--- src/rtl/keyenc.sv ---
// Keypad encoder: synchronizes and debounces a 12-key pad, queues key codes in a small FIFO.
// Optional auto-repeat of a held key is enabled by defining KEY_REPEAT_EN.
module keyenc #(
    parameter int DEBOUNCE = 4,
    parameter int DEPTH    = 4
) (
    input  logic        ck,
    input  logic        reset,
    input  logic        hz512,
    input  logic        hz32,
    input  logic [11:0] keyin,
    input  logic        rd,
    output logic [3:0]  key,
    output logic        valid,
    output logic        full,
    output logic        ovf
);

    localparam int AW = (DEPTH > 1) ? $clog2(DEPTH) : 1;
    localparam int CW = AW + 1;
    localparam int DW = $clog2(DEBOUNCE + 1);

    localparam logic [3:0] CLS_NONE    = 4'd12;
    localparam logic [3:0] CLS_INVALID = 4'd13;

    localparam logic ST_IDLE = 1'b0;
    localparam logic ST_HELD = 1'b1;

    logic [11:0]   sync1, sync2;
    logic          hz512_q, s512;
    logic [3:0]    cls, ones, prev_cls;
    logic [DW-1:0] stab_cnt, stab_nxt;
    logic          stable;
    logic          state;
    logic          press_push, release_hit;
    logic          rep_push, push;
    logic [3:0]    push_code;

    logic [3:0]    mem [DEPTH];
    logic [AW-1:0] wptr, rptr;
    logic [CW-1:0] count;
    logic          pop, wr;

    always_ff @(posedge ck) begin
        if (reset) begin
            sync1   <= '0;
            sync2   <= '0;
            hz512_q <= 1'b0;
        end else begin
            sync1   <= keyin;
            sync2   <= sync1;
            hz512_q <= hz512;
        end
    end

    assign s512 = hz512 & ~hz512_q;

    // Single key -> its index, no key -> NONE, several keys -> INVALID.
    always_comb begin
        cls  = CLS_NONE;
        ones = 4'd0;
        for (int i = 0; i < 12; i++) begin
            if (sync2[i]) begin
                ones = ones + 4'd1;
                cls  = 4'(i);
            end
        end
        if (ones > 4'd1) cls = CLS_INVALID;
    end

    always_comb begin
        if (cls != prev_cls)
            stab_nxt = DW'(1);
        else if (stab_cnt == DW'(DEBOUNCE))
            stab_nxt = stab_cnt;
        else
            stab_nxt = stab_cnt + DW'(1);
    end

    assign stable      = s512 && (stab_nxt == DW'(DEBOUNCE));
    assign press_push  = stable && (state == ST_IDLE) && (cls < CLS_NONE);
    assign release_hit = stable && (state == ST_HELD) && (cls == CLS_NONE);

    always_ff @(posedge ck) begin
        if (reset) begin
            prev_cls <= CLS_NONE;
            stab_cnt <= '0;
        end else if (s512) begin
            prev_cls <= cls;
            stab_cnt <= stab_nxt;
        end
    end

    // state | meaning
    // IDLE  | no key accepted; waiting for a stable single key
    // HELD  | key accepted and pushed; waiting for a stable release
    always_ff @(posedge ck) begin
        if (reset)
            state <= ST_IDLE;
        else if (press_push)
            state <= ST_HELD;
        else if (release_hit)
            state <= ST_IDLE;
    end

`ifdef KEY_REPEAT_EN
    logic       hz32_q, s32;
    logic [4:0] rep_cnt;
    logic [3:0] held_code;
    logic       rep_hit;

    assign s32     = hz32 & ~hz32_q;
    assign rep_hit = (rep_cnt == 5'd15);

    // First repeat after 16 s32 ticks, then every 4 (reload to 12).
    always_ff @(posedge ck) begin
        if (reset) begin
            hz32_q    <= 1'b0;
            rep_cnt   <= '0;
            held_code <= '0;
        end else begin
            hz32_q <= hz32;
            if (press_push)
                held_code <= cls;
            if ((state != ST_HELD) || release_hit)
                rep_cnt <= '0;
            else if (s32)
                rep_cnt <= rep_hit ? 5'd12 : rep_cnt + 5'd1;
        end
    end

    assign rep_push  = s32 && (state == ST_HELD) && !release_hit && rep_hit;
    assign push_code = press_push ? cls : held_code;
`else
    logic unused_hz32;
    assign unused_hz32 = hz32;
    assign rep_push    = 1'b0;
    assign push_code   = cls;
`endif

    assign push  = press_push | rep_push;
    assign valid = (count != '0);
    assign full  = (count == CW'(DEPTH));
    assign pop   = rd & valid;
    assign wr    = push & (~full | pop);
    assign key   = valid ? mem[rptr] : 4'd0;

    always_ff @(posedge ck) begin
        if (reset) begin
            wptr  <= '0;
            rptr  <= '0;
            count <= '0;
            ovf   <= 1'b0;
        end else begin
            if (wr)
                wptr <= wptr + AW'(1);
            if (pop)
                rptr <= rptr + AW'(1);
            case ({wr, pop})
                2'b10:   count <= count + CW'(1);
                2'b01:   count <= count - CW'(1);
                default: count <= count;
            endcase
            if (push && full && !pop)
                ovf <= 1'b1;
        end
    end

    // Storage is left unreset; contents are hidden while valid is low.
    always_ff @(posedge ck) begin
        if (wr)
            mem[wptr] <= push_code;
    end

endmodule
--- config.mk ---
export PLATFORM = sky130hd
export DESIGN_NAME = keyenc
export DESIGN_NICKNAME = d
export VERILOG_FILES = /design/src/rtl/keyenc.sv
export SDC_FILE = /design/constraint.sdc
export NUM_CORES = 1
export LEC_CHECK = 0
export ABC_AREA = 1
export BUFFER_PORTS_ARGS = -buffer_cell sky130_fd_sc_hd__buf_4
export CAP_MARGIN = 20
export CELL_PAD_IN_SITES_DETAIL_PLACEMENT = 0
export CELL_PAD_IN_SITES_GLOBAL_PLACEMENT = 1
export CORE_MARGIN = 1.5
export CORE_UTILIZATION = 40
export CTS_CLUSTER_SIZE = 28
export DETAILED_ROUTE_END_ITERATION = 8
export GPL_TIMING_DRIVEN = 0
export PLACE_DENSITY = 0.82
export SETUP_SLACK_MARGIN = 0.2
export SYNTH_ARGS = -nofsm -noshare
export SYNTH_HDL_FRONTEND = slang
export SYNTH_SLANG_ARGS = --single-unit
--- constraint.sdc ---
create_clock -name ck -period 6.5 [get_ports ck]
set_input_delay 0.65 -clock ck [delete_from_list [all_inputs] [get_ports ck]]
set_output_delay 0.65 -clock ck [all_outputs]
set_load 0.01 [all_outputs]
==> metrics, run 1 <==
Detailed Route Iter0 Violations 113; vias per std cell 4.85; total power 1.12 mW; Num CTS Buffers 9; mean routed wirelength per cell 11.9 um; Final GP Congestion 0.764; max-cap violations 0; die width 100 um; boundary pin count 24; status finished clean; RSZ-0062 raised after global routing yes; Synth Instances 517; most common cell after layout, fill and taps aside inv_1; commonest non-fill, non-tap cells in the layout inv_1, buf_4, nor2_1; Residual DRC 0; cell area after layout 5180 um2; worst hold path type flip-flop to flip-flop; worst r2r path cells 51; Worst Clk Skew 0.00503 ns; sequential share of the synthesized area 35.6%; Initial Utilization 41.0%; Yosys reg bits 59; Vias 3517; fillers 820; Die Area 10000 um2; setup ws final 0.290 ns; Tmin final 6.21 ns; TritonCTS clock tree built; post-route ant nets 0; cell row count 35; Clock transition at path regs 0.06 ns; largest net degree at the start of global routing 11; synthesized area 3770 um2; vias in the first global route 3401; Remaining Overflow, GRT 0; Worst VDD drop 0.177 mV; net count after synthesis 554; Critical Path Start Type flip-flop; fin crit share 95.5%; Post-Place Worst Slack -0.477 ns; IO Port Bufs 21; mean area per synthesized cell 7.30 um2; area grow syn2layout 37.4%; final wirelength 8620 um; Final Max Slew Viols 0; Root Buffer clkbuf_8; Post-DP HPWL 5620 um; Pre-Repair DR Iteration Count 5; Ys Warns 0; CTS Sinks 59; Max Root-Sink Buffers 2; max_slew headroom 42.3%; Final setup viols 0; CP required 6.69 ns; TNS Setup 0 ns; Pleak 2.47 nW; critical path class flip-flop to flip-flop; Crit path largest cell delay 0.34 ns; Power Density 215 nW/um2; ratio of cells with drive above 1 in the final layout 40.6%; Slowest cell on crit path dfxtp_2; library cells used by synthesis 37; Total GRT Usage 17.2%; Slew @ Worst Pin 0.859 ns; H-Tree Depth 3; Crit path arrival time 6.40 ns; core area 9200 um2; Ant. Diodes 0; Worst Setup End Kind flip-flop; cell mode on critical path buf_4; clk_lat worst skew 0.32 ns; hold depth 2; CP Max Fanout 7; placed cell areas 4070 um2; post-layout net count 646; endpoints failing hold 0; die height 100 um; global-route wire length before repair 14100 um; f_max 0.161 GHz; antenna violations before repair 0
-- cells in the mapped netlist, drive strengths merged --
cell	count	share of area, %
nand2	124	16
inv	100	10
nor2	70	8.0
nand3	57	11
dfxtp	43	23
o21ai	28	3.8
a21oi	22	3.1
ha	19	6.3
edfxtp	16	13
nor3	8	1.1
clkbuf	6	0.63
nand4	5	1.2
xnor2	5	1.2
a31oi	2	0.33
nor4	2	0.33
o31ai	2	0.40
or2	2	0.33
xor2	2	0.46
a221oi	1	0.23
clkinv	1	0.099
fa	1	0.53
o21a	1	0.20
-- sequential cells by signal (all words and copies together), names as in the netlist, named ones only --
signal	cells
mem	16
sync1	12
sync2	12
prev_cls	4
count	3
stab_cnt	3
rptr	2
wptr	2
hz512_q	1
ovf	1
state	1
-- area by class of cell --
type / instances / area, um2 / share of cell area [%]
sequential: 59 / 1340 / 25.9
clock inverter: 2 / 35.0 / 0.676
inverter: 101 / 384 / 7.41
clock buffer: 14 / 163 / 3.14
timing repair buffer: 81 / 634 / 12.2
tap: 111 / 139 / 2.68
buffer: 6 / 23.8 / 0.459
multi-input combinational: 351 / 2460 / 47.5
-- stage by stage --
stage,hold slack (ns),std cells,utilization (%)
finish,0.399,725,56.4
global route,0.409,725,56.4
CTS,0.400,711,51.5
detailed placement,0.395,649,44.2
global placement,0.395,649,44.2
floorplan,0.388,517,-
-- cell families after synthesis --
family	share of synthesized area (%)
and+or+nand+nor	37.1
xor gates and xnor gates	1.63
adders and majority gates	6.83
DFF	35.6
AOI/OAI and AO/OA	8.09
buffers and inverters	10.7
-- worst max-delay path: cells and delay by family (launching register included) --
kind / cells / cell delay (ns)
adder cells (fa/ha/maj): 3 / 0.84
AO/OA/AOI/OAI: 4 / 0.52
AND/OR/NAND/NOR: 22 / 2.01
XOR/XNOR: 2 / 0.27
flip-flops: 1 / 0.34
buffers and inverters: 20 / 2.12
-- report_power, final --
| part | total (mW) | switching [mW] | internal (mW) | leakage (nW) |
|---|---|---|---|---|
| Combinational | 0.374 | 0.208 | 0.166 | 1.87 |
| Clock | 0.329 | 0.131 | 0.198 | 0.101 |
| Sequential | 0.414 | 0.0140 | 0.400 | 0.497 |
| Total | 1.12 | 0.353 | 0.764 | 2.47 |
-- worst paths after layout --
check / from / endpoint / slack (ns)
max: sync2[1] / state / 0.29
min: sync1[0] / sync2[0] / 0.40
max reg2reg: sync2[1] / state / 0.29
min reg2reg: sync1[0] / sync2[0] / 0.40
-- repair_timing --
action                                  4_1_cts  5_1_grt
pin swaps                                    38       62
endpoints found under the setup margin       22       23
hold endpoints to repair                      0        0
setup buffers                                46       14
resized for setup                            40       86
hold buffers                                  0        0
-- metal layers --
metal	up-vias	wire, um	global-route usage [%]
met2	49	4560	31.8
met5	-	0	0
met3	8	201	2.92
met4	0	102	7.15
met1	1641	3750	19.6
li1	1819	-	-
No activity file was read; power rests on OpenSTA's default activity.
==> run 2: changes to the inputs <==
CORE_UTILIZATION = 25   (was 40)
PLACE_DENSITY = not set   (was 0.82)
PLACE_DENSITY_LB_ADDON = 0.1   (was not set)
==> metrics, run 2 (synthesis results as in run 1) <==
max_slew headroom 45.2% (+2.9 points); highest metal used met4; CP Max Fanout 6 (-1); Non-Filler Instances 780 (+7.6%); Power Density 247 nW/um2 (+14%); Initial Utilization 25.8% (-15 points); Critical Path Start Type flip-flop; Num CTS Buffers 9 (unchanged); Pre-Repair DR Iteration Count 4 (-1); area grow syn2layout 36.5%; Slowest cell on crit path fa_2; IO Port Bufs 21 (unchanged); hold depth 2 (unchanged); Die Area 15800 um2 (+58%); critical path class flip-flop to flip-flop; Final GP Congestion 0.715 (-6.5%); area occupied by multi-input gates 2370 um2 (-3.8%); post-layout net count 628 (-2.8%); reg2reg end count[2]; r2r startpoint sync2[0]; routed wl met3 194 um (-3.5%); status finished clean; Worst VDD drop 0.136 mV (-23%); clk_lat worst skew 0.33 ns (about the same); Total GRT Usage 11.8% (-5.4 points); Clock transition at path regs 0.05 ns (about the same); Placed Cells incl. Taps 722 (+11%); fin crit share 94.6% (-0.93 points); cell area after layout 5150 um2 (-0.68%); Tmin final 6.15 ns (-0.0604 ns); commonest non-fill, non-tap cells in the layout inv_1, nand2_1, buf_4; CP required 6.72 ns (+0.03 ns); met2 WL 3970 um (-13%); Remaining Overflow, GRT 0 (unchanged); Largest register FFs 16 (unchanged); critical hold path startpoint sync1[0]; post-route ant nets 0 (unchanged); most common cell after layout, fill and taps aside inv_1; Crit path largest cell delay 0.35 ns (about the same); Hold WS 0.398 ns (-0.000353 ns); total power 1.27 mW (+14%); antenna violations before repair 0 (unchanged); Worst Setup End Kind flip-flop; cell row count 44 (+26%); vias per std cell 4.22 (-13%); f_max 0.163 GHz (+0.98%); Vias 3294 (-6.3%); RSZ-0062 raised after global routing yes; ratio of cells with drive above 1 in the final layout 36.7% (-3.8 points); core area 14600 um2 (+59%); worst hold path type flip-flop to flip-flop; CTS Sinks 59 (unchanged); Crit path arrival time 6.37 ns (-0.03 ns); largest registers mem: 16 flops, sync1: 12 flops, sync2: 12 flops; met1 wire length 4610 um (+23%); Slew @ Worst Pin 0.815 ns (-0.0436 ns); largest net degree at the start of global routing 11 (unchanged); die width 126 um (+26%); mean routed wirelength per cell 11.4 um (-4.1%); boundary pin count 24 (unchanged); Root Buffer clkbuf_16; Post-DP HPWL 6630 um (+18%); Max Root-Sink Buffers 2 (unchanged); TritonCTS clock tree built; Final Max Slew Viols 0 (unchanged); vias in the first global route 3253 (-4.4%); final wirelength 8890 um (+3.1%); Largest Register mem; Ant. Diodes 0 (unchanged); Detailed Route Iter0 Violations 109 (-3.5%); die height 126 um (+26%); TNS Setup 0 ns (unchanged); worst r2r path cells 46 (-9.8%); Final setup viols 0 (unchanged); placed cell areas 4160 um2 (+2.2%); Worst R2R Setup Slack 0.35 ns (+0.06 ns); Hold EP sync2[0]; storage element area 1340 um2 (unchanged); Worst Clk Skew 0.00685 ns (+0.00181 ns); endpoints failing hold 0 (unchanged); Pleak 2.40 nW (-2.6%); Residual DRC 0 (unchanged); Hold Buf Count CTS 0 (unchanged); max-cap violations 0 (unchanged); global-route wire length before repair 15100 um (+7.5%); H-Tree Depth 3 (unchanged); cell mode on critical path nand2_2; fillers 1549 (+89%)
## run 2: changes by cell type in the layout (fill, tap and decap cells not counted), sizes merged
cell      change
buf          -18
clkbuf        -2
bufinv        +1
clkinvlp      +1
## run 2: area by class of cell
type / instances / area share [%]
multi-input cells: 351 / 46.0
flip-flops and latches: 59 / 26.1
repair buffers: 63 / 9.19
inverters: 101 / 7.41
clock buffers: 12 / 4.98
well taps: 184 / 4.47
clock inverters: 4 / 1.41
plain buffers: 6 / 0.462
## run 2: worst max-delay path, delay by kind of cell (launching register included)
kind,cells,cell delay (ns)
AND/OR/NAND/NOR,26,2.38
adder cells (fa/ha/maj),7,1.95
AO/OA/AOI/OAI,5,0.80
buffers and inverters,6,0.35
flip-flops,1,0.33
XOR/XNOR,2,0.19
## run 2: how the worst max path moves through the flow
| stage | startpoint | endpoint | slack [ns] | cells after the start |
|---|---|---|---|---|
| after floorplan | sync2[0] | count[2] | 0.25 | 47 |
| after global placement | sync2[0] | count[2] | -0.65 | 47 |
| after detailed placement | sync2[1] | count[2] | -0.73 | 47 |
| after CTS | sync2[0] | count[2] | 0.20 | 47 |
| after global routing | sync2[1] | count[2] | -0.11 | 47 |
| final | sync2[0] | count[2] | 0.35 | 46 |
## run 2: what timing repair did
action / CTS / global route
endpoints found under the setup margin: 25 / 23
pin swaps: 41 / 48
resized for setup: 47 / 49
buffers inserted: 31 / 11
cloned: 0 / 0
## run 2: per-layer routing
| metal | global-route usage, % | up-vias |
|---|---|---|
| met5 | 0 | - |
| met4 | 4.67 | 0 |
| met3 | 2.29 | 9 |
| met1 | 16.1 | 1466 |
| li1 | - | 1784 |
| met2 | 18.4 | 35 |
## run 2: power breakdown
part | switching (mW) | internal [mW]
Sequential | 0.0136 | 0.400
Combinational | 0.197 | 0.146
Clock | 0.157 | 0.355
Total | 0.368 | 0.902
## run 2: metrics by stage
| step | setup slack, ns | utilization (%) |
|---|---|---|
| 2_1_floorplan | 0.248 | - |
| 3_3_place_gp | -0.651 | 28.4 |
| 3_5_place_dp | -0.734 | 28.4 |
| 4_1_cts | 0.200 | 33.3 |
| 5_1_grt | -0.107 | 35.2 |
| 6_report | 0.351 | 35.2 |
==> run 3: changes to the inputs <==
BUFFER_PORTS_ARGS = -buffer_cell sky130_fd_sc_hd__clkbuf_2   (was -buffer_cell sky130_fd_sc_hd__buf_4)
==> metrics, run 3 (synthesis results as in run 1) <==
status finished clean; Tmin final 6.11 ns (-0.0362 ns); TritonCTS clock tree built; Slowest cell on crit path fa_2; CP required 6.76 ns (+0.04 ns); CTS Sinks 59 (unchanged); worst hold path type flip-flop to flip-flop; Remaining Overflow, GRT 0 (unchanged); CP Max Fanout 7 (+1); endpoints failing hold 0 (unchanged); Root Buffer clkbuf_16; Slew @ Worst Pin 0.793 ns (-0.0221 ns); antenna violations before repair 0 (unchanged); fin util 34.7% (-0.49 points); Final Max Slew Viols 0 (unchanged); max-cap violations 0 (unchanged); Critical Path Start Type flip-flop; Vias 3308 (+0.43%); TNS Setup 0 ns (unchanged); Final GP Congestion 0.759 (+6.2%); Pleak 2.40 nW (-0.30%); mean routed wirelength per cell 11.5 um (+0.89%); Residual DRC 0 (unchanged); clk_lat worst skew 0.33 ns (about the same); Crit path arrival time 6.37 ns (about the same); most common cell after layout, fill and taps aside inv_1; Pre-Repair DR Iteration Count 4 (unchanged); cell mode on critical path nand2_2; cell area after layout 5080 um2 (-1.4%); ratio of cells with drive above 1 in the final layout 36.4% (-0.38 points); fillers 1566 (+1.1%); Worst VDD drop 0.133 mV (-2.4%); H-Tree Depth 3 (unchanged); Worst Clk Skew 0.00898 ns (+0.00214 ns); Power Density 247 nW/um2 (+0.24%); core area 14600 um2 (unchanged); Initial Utilization 25.8% (unchanged); vias in the first global route 3372 (+3.7%); Detailed Route Iter0 Violations 111 (+1.8%); boundary pin count 24 (unchanged); Clock transition at path regs 0.05 ns (about the same); area grow syn2layout 34.6%; cell row count 44 (unchanged); die width 126 um (unchanged); die height 126 um (unchanged); vias per std cell 4.25 (+0.68%); Crit path largest cell delay 0.35 ns (about the same); critical path class flip-flop to flip-flop; Num CTS Buffers 9 (unchanged); IO Port Bufs 21 (unchanged); commonest non-fill, non-tap cells in the layout inv_1, nand2_1, nor2_1; total power 1.25 mW (-1.1%); Final setup viols 0 (unchanged); Hold WS 0.396 ns (-0.00253 ns); largest registers mem: 16 flops, sync1: 12 flops, sync2: 12 flops; Largest register FFs 16 (unchanged); post-layout net count 626 (-0.32%); Ant. Diodes 0 (unchanged); Largest Register mem; f_max 0.164 GHz (+0.59%); Die Area 15800 um2 (unchanged); RSZ-0062 raised after global routing yes; final wirelength 8940 um (+0.63%); post-route ant nets 0 (unchanged); max_slew headroom 46.7% (+1.5 points); Max Root-Sink Buffers 2 (unchanged); placed cell areas 4110 um2 (-1.3%); largest net degree at the start of global routing 12 (+1); global-route wire length before repair 15500 um (+2.8%); Total GRT Usage 12.0% (+0.19 points); Post-DP HPWL 6670 um (+0.66%); fin crit share 94.0% (-0.56 points); Worst Setup End Kind flip-flop
run 3: cell types whose count changed in the layout (fill, tap and decap cells not counted), sizes merged:
| cell | before | now |
|---|---|---|
| buf | 63 | 40 |
| bufinv | 2 | 1 |
| clkbuf | 18 | 38 |
| clkinv | 2 | 3 |
| clkinvlp | 1 | 0 |
| inv | 100 | 102 |
run 3: per-stage QoR:
stage          setup WS, ns  instances
3_5_place_dp         -0.700        722
4_1_cts               0.212        769
2_1_floorplan         0.248        517
5_1_grt             -0.0612        778
6_report              0.387        778
3_3_place_gp         -0.675        722
run 3: final timing paths:
path | start | endpoint | slack [ns] | cells after the start
worst min-delay path | sync1[1] | sync2[1] | 0.40 | 2
worst min register to register | sync1[1] | sync2[1] | 0.40 | 2
worst max-delay path | sync2[0] | count[2] | 0.39 | 48
worst max register to register | sync2[0] | count[2] | 0.39 | 48
run 3: what timing repair did:
| item | CTS | global route |
|---|---|---|
| cloned | 0 | 0 |
| buffers inserted | 31 | 9 |
| pin swaps | 38 | 46 |
| gates resized for setup | 41 | 55 |
| hold buffers | 0 | 0 |
| setup endpoints to repair | 25 | 23 |
run 3: area by class of cell:
cell class,count,area [um2],area share (%)
Tap cell,184,230,4.53
Clock inverter,5,56.3,1.11
Multi-Input combinational cell,351,2370,46.7
Inverter,101,382,7.52
Timing Repair Buffer,61,405,7.98
Buffer,6,23.8,0.468
Sequential cell,59,1350,26.5
Clock buffer,11,264,5.20
run 3: power by group:
| part | switching (mW) | leakage (nW) | internal (mW) |
|---|---|---|---|
| Combinational | 0.196 | 1.74 | 0.143 |
| Clock | 0.171 | 0.162 | 0.330 |
| Sequential | 0.0141 | 0.498 | 0.400 |
run 3: metal layers:
layer	GRT usage (%)	up-vias	part of all wire [%]
met2	19.2	32	45
met1	16.2	1491	51
met5	0	-	0
met3	2.59	9	2.3
li1	-	1776	-
met4	3.72	0	1.1
run 3: worst max-delay path, delay by kind of cell (launching register included):
kind                       cells  cell delay, ns
AOI/OAI and AO/OA              6            0.70
xor gates and xnor gates       3            0.40
adders and majority gates      7            1.88
buffers and inverters          7            0.38
DFF                            1            0.34
and+or+nand+nor               25            2.32
